--- src/rtl/picomips_pkg.sv ---
// Shared picoMIPS definitions: ALU operation codes, divider state encoding
// and the core's configured divide width.
package picomips_pkg;

    // Data-path width of the core; the divider runs one iteration per bit.
    localparam int DIV_ITER = 8;

    typedef enum logic [2:0] {
        RA       = 3'd0,
        RB       = 3'd1,
        RADD     = 3'd2,
        RSUB     = 3'd3,
        RMULT    = 3'd4,
        RDIVIDED = 3'd5
    } alu_code_t;

    typedef enum logic [1:0] {
        IDLE = 2'd0,
        RUN  = 2'd1,
        DONE = 2'd2
    } div_state_t;

endpackage

--- src/rtl/div_step.sv ---
// One restoring division iteration: shift {P,Q} left, then subtract the
// divisor from P and set the new quotient bit if it fits.
module div_step #(
    parameter int N = 8
) (
    input  logic [N:0]   p,
    input  logic [N-1:0] q,
    input  logic [N-1:0] divisor,
    output logic [N:0]   p_next,
    output logic [N-1:0] q_next
);

    logic [2*N:0] pq_sh;
    logic [N:0]   p_sh;
    logic [N:0]   diff;

    // Shift, trial-subtract in N+1 bits, restore when the divisor does not fit.
    always_comb begin
        pq_sh  = {p, q} << 1;
        p_sh   = pq_sh[2*N:N];
        diff   = p_sh - {1'b0, divisor};
        q_next = pq_sh[N-1:0];
        p_next = p_sh;
        if (p_sh >= {1'b0, divisor}) begin
            p_next    = diff;
            q_next[0] = 1'b1;
        end
    end

endmodule

--- src/rtl/div_sequencer.sv ---
// Multi-cycle unsigned divider for the picoMIPS core. Stalls the PC while the
// restoring iterations run and pulses done for the register-file write.
//
//   state | meaning
//   ------+-----------------------------------------------------------
//   IDLE  | waiting for start; start here latches operands and stalls
//   RUN   | one restoring step per cycle, N cycles, PC stalled
//   DONE  | results valid, done pulse, PC released; start ignored
module div_sequencer
    import picomips_pkg::*;
#(
    parameter int N = DIV_ITER
) (
    input  logic         clk,
    input  logic         reset,
    input  logic         start,
    input  logic [N-1:0] dividend,
    input  logic [N-1:0] divisor,
    output logic         stall,
    output logic         done,
    output logic [N-1:0] quotient,
    output logic [N-1:0] remainder,
    output logic         div_by_zero
);

    localparam int CW = (N > 1) ? $clog2(N) : 1;
    localparam logic [CW-1:0] LAST = CW'(N - 1);

    div_state_t state, state_next;

    logic [N:0]    p_reg;
    logic [N-1:0]  q_reg;
    logic [N-1:0]  dvs_reg;
    logic [CW-1:0] cnt;
    logic [N:0]    p_step;
    logic [N-1:0]  q_step;
    logic          accept;
    logic          zero_dvs;

    assign zero_dvs = (divisor == '0);

    div_step #(.N(N)) u_step (
        .p       (p_reg),
        .q       (q_reg),
        .divisor (dvs_reg),
        .p_next  (p_step),
        .q_next  (q_step)
    );

    // State register.
    always_ff @(posedge clk) begin
        if (reset) state <= IDLE;
        else       state <= state_next;
    end

    // Next state, accept strobe and combinational stall.
    always_comb begin
        state_next = state;
        stall      = 1'b0;
        accept     = 1'b0;
        case (state)
            IDLE: begin
                if (start) begin
                    accept     = 1'b1;
                    stall      = 1'b1;
                    state_next = zero_dvs ? DONE : RUN;
                end
            end
            RUN: begin
                stall = 1'b1;
                if (cnt == LAST) state_next = DONE;
            end
            DONE:    state_next = IDLE;
            default: state_next = IDLE;
        endcase
    end

    // Operand capture, iteration registers and held results.
    always_ff @(posedge clk) begin
        if (reset) begin
            p_reg       <= '0;
            q_reg       <= '0;
            dvs_reg     <= '0;
            cnt         <= '0;
            done        <= 1'b0;
            quotient    <= '0;
            remainder   <= '0;
            div_by_zero <= 1'b0;
        end else begin
            done <= (state_next == DONE);
            if (accept) begin
                p_reg       <= '0;
                q_reg       <= dividend;
                dvs_reg     <= divisor;
                cnt         <= '0;
                div_by_zero <= zero_dvs;
                if (zero_dvs) begin
                    quotient  <= '1;
                    remainder <= dividend;
                end
            end else if (state == RUN) begin
                p_reg <= p_step;
                q_reg <= q_step;
                cnt   <= cnt + 1'b1;
                if (cnt == LAST) begin
                    quotient  <= q_step;
                    remainder <= p_step[N-1:0];
                end
            end
        end
    end

endmodule

--- config.mk ---
export PLATFORM = sky130hd
export DESIGN_NAME = div_sequencer
export DESIGN_NICKNAME = d
export VERILOG_FILES = /design/src/rtl/picomips_pkg.sv /design/src/rtl/div_step.sv /design/src/rtl/div_sequencer.sv
export SDC_FILE = /design/constraint.sdc
export NUM_CORES = 1
export LEC_CHECK = 0
export CAP_MARGIN = 30
export CORE_MARGIN = 2
export CORE_UTILIZATION = 45
export DETAILED_ROUTE_END_ITERATION = 10
export HOLD_SLACK_MARGIN = 0.05
export PLACE_DENSITY = 0.69
export RECOVER_POWER = 25
export SYNTH_ARGS = -nofsm -noshare
export SYNTH_HDL_FRONTEND = slang
export SYNTH_SLANG_ARGS = --single-unit
--- constraint.sdc ---
create_clock -name clk -period 2.4 [get_ports clk]
set_input_delay 0.24 -clock clk [delete_from_list [all_inputs] [get_ports clk]]
set_output_delay 0.24 -clock clk [all_outputs]
set_load 0.05 [all_outputs]
==> results.toml <==
[logic_synthesis]
yosysMostFrequentCell = "nand2_1"
ys_seq_area_share_pct = 39.8
synth_commonest_cells = "nand2_1, dfxtp_1, nor2_1, a21oi_1, nor3_1"
yosysWarnings = 0
synth_top_area_share_pct = 39.8
syn_avg_cell_area_um2 = 8.13
synth_cells = 291
async_flop_share_pct = 0
ys_seq_elements = 47
syn_area_mm2 = 0.00237
synthFlopType = "dfxtp_1"
synth_edf_count = 0
synth_cell_types = 44
yosysTopAreaCell = "dfxtp_1"
synth.area.top_cells = "dfxtp_1, nand2_1, a21oi_1, ha_1, nor2_1"
synth_fp_nets = 321

[sta]
max_freq_ghz = 0.436
tns_ns = 0
skew_ns = 0.00711
worst_pin_slew_ns = 0.812
setup_violations = 0
hold_viol_final = 0
period_needed_ns = 2.29
relSlewSlack_pct = 45.9
slew_violations = 0
post-route-period-util_pct = 95.5

[power]
peakVddDrop_uv = 360
cellLeakagePower_nw = 1.12
p_per_area_mw_per_mm2 = 631

[die]
dieWidth_um = 76.5
ios = 38
core-area_mm2 = 0.00507
initial_core_util_pct = 46.6
die_y_um = 76.5
fp-row-count = 26
die_area_mm2 = 0.00585

[global_routing]
antenna_found_initial = 0
grt_pass1_wl_um = 9850
grt_usage_pct = 21.0
grt_pass1_vias = 1949
grt-ovfl-total = 0
grt_start_max_net_pins = 40

[status]
outcome = "finished clean"

[min_path]
hp-class = "reg2reg"
hold_depth = 2
hold-path-endpoint = "dvs_reg[6]$_SDFFE_PP0P_"
min-delay-start = "dvs_reg[6]$_SDFFE_PP0P_"

[drt]
wl_per_cell_um = 14.8
drc = 0
dr_total_vias = 2180
viasPerCell = 5.40
postRouteAntennaNets = 0
drtIter0Drc = 127
first_pass_iters = 4
wirelength_um = 5990

[clock_tree]
clk-insertion-delay-late_ns = 0.30
htree_levels = 2
cts_root_buf = "clkbuf_8"
clkSinkCount = 47
clk_pin_slew_ns = 0.09
cts_tree = "yes"
cts_buffers = 5
clk_path_buf_depth = 2
cts_hold_buffers = 0

[placement]
dp_hpwl_um = 4350
port_buffers = 37
place.gp.congestion = 0.926
placedInstanceArea_mm2 = 0.00286
place_inst = 394

[worst_setup_path]
crit_path_cell_trace = "ha_1 -> nand3_1 -> nor3_2 -> nand2b_1 -> o32ai_4 -> buf_12 -> buf_4 -> or3b_4 -> a32oi_1"
critPathTopFamily = "simple AND/OR/NAND/NOR gates"
cpMaxStageDelayCell = "or3b_4"
max_stage_delay_ns = 0.39
startpoint_type = "flip-flop"
critical_path_depth = 9
rr_worst_depth = 9
path_max_fanout = 10
crit_required_ns = 2.63
worstSetupPathType = "reg2reg"
worstPathArrival_ns = 2.52
critPathBufInv = 2
endpoint_kind = "flip-flop"
r2r_setup_slack_ns = 0.11
regToRegEndpoint = "remainder[5]$_SDFFE_PP0P_"
r2r-start = "p_reg[3]$_SDFFE_PP0P_"

[final_layout]
final_nets = 363
antenna_cells = 0
syn2layout_area_growth_pct = 28.0
finalInstanceArea_mm2 = 0.00303
drive_gt1_share_pct = 10.8
fin_cells = 404

[job]
cap_viol_max_count = 0
[layer usage]
layer	up-vias	track usage, %	share of wire, %
met2	37	33.5	48
met4	0	5.45	0.95
met1	1031	29.5	48
met5	-	0	0
li1	1106	-	-
met3	6	3.55	3.3
[stage by stage]
stage          util, %  setup WS, ns  total power [mW]  hold WS, ns
2_1_floorplan        -         0.345              1.20        0.376
3_3_place_gp      56.4         0.164              1.32        0.444
3_5_place_dp      56.4        0.0372              1.32        0.447
4_1_cts           58.5        0.0195              1.86        0.459
5_1_grt           59.7      -0.00277              2.01        0.476
6_report          59.7         0.108              1.91        0.456
[layout make-up]
| cell class | instances | area [um^2] |
|---|---|---|
| clock inverter | 1 | 7.51 |
| inverter | 13 | 48.8 |
| tap | 70 | 87.6 |
| multi-input combinational | 216 | 1350 |
| sequential | 47 | 943 |
| timing repair buffer | 50 | 495 |
| fill | 499 | 2050 |
| clock buffer | 7 | 96.3 |
[cell usage in the layout, fill, tap and decap left out, drive strengths merged, types with 2 or more instances in the layout]
cell type	Yosys	final
clkdlybuf4s50	0	35
inv	13	13
o21ai	17	17
nand3	5	5
buf	4	12
or3b	2	2
o32ai	3	3
nor2	31	31
nand2b	3	3
a211o	3	3
nor3	19	19
nor3b	2	2
nor4	2	2
dfxtp	47	47
a31oi	2	2
mux2i	3	3
a311oi	9	9
nor2b	4	4
clkbuf	11	9
ha	10	10
nand2	49	49
o21a	4	4
a21oi	27	27
a21o	3	3
xnor2	2	2
mux2	4	4
[report_power, final]
part | switching (mW) | leakage (nW) | total (mW) | internal, mW
clock | 0.275 | 0.0505 | 0.538 | 0.262
sequential | 0.0295 | 0.384 | 0.843 | 0.813
combinational | 0.273 | 0.691 | 0.530 | 0.257
[how the worst max path moves through the flow]
stage | endpoint | slack [ns] | start
3_3_place_gp | remainder[2]$_SDFFE_PP0P_ | 0.16 | dvs_reg[1]$_SDFFE_PP0P_
2_1_floorplan | remainder[2]$_SDFFE_PP0P_ | 0.35 | dvs_reg[1]$_SDFFE_PP0P_
5_1_grt | remainder[5]$_SDFFE_PP0P_ | -0.003 | dvs_reg[4]$_SDFFE_PP0P_
6_report | remainder[5]$_SDFFE_PP0P_ | 0.11 | p_reg[3]$_SDFFE_PP0P_
3_5_place_dp | p_reg[1]$_SDFFE_PP0P_ | 0.04 | dvs_reg[1]$_SDFFE_PP0P_
4_1_cts | p_reg[1]$_SDFFE_PP0P_ | 0.02 | dvs_reg[1]$_SDFFE_PP0P_
[timing repair]
action	4_1_cts	5_1_grt
setup buffers	0	2
setup endpoints to repair	0	10
resized for setup	0	7
[worst register-to-register path, stage by stage (launching register included)]
cell	delay, ns
dfxtp_1	0.36
ha_1	0.37
nand3_1	0.12
nor3_2	0.21
nand2b_1	0.18
o32ai_4	0.10
buf_12	0.16
buf_4	0.15
or3b_4	0.40
a32oi_1	0.17
[cells by family (layout without fill, tap and decap cells)]
logic type      Yosys count  in the layout  share of synthesized area, %
compound gates           77             77                          22.4
fa+ha+maj                11             11                          6.13
flops                    47             47                          39.8
simple gates            119            119                          22.7
xor+xnor                  2              2                         0.740
mux                       7              7                          3.17
buf+inv                  28             71                          5.13
Note: power is estimated with default switching activity, not from simulation.
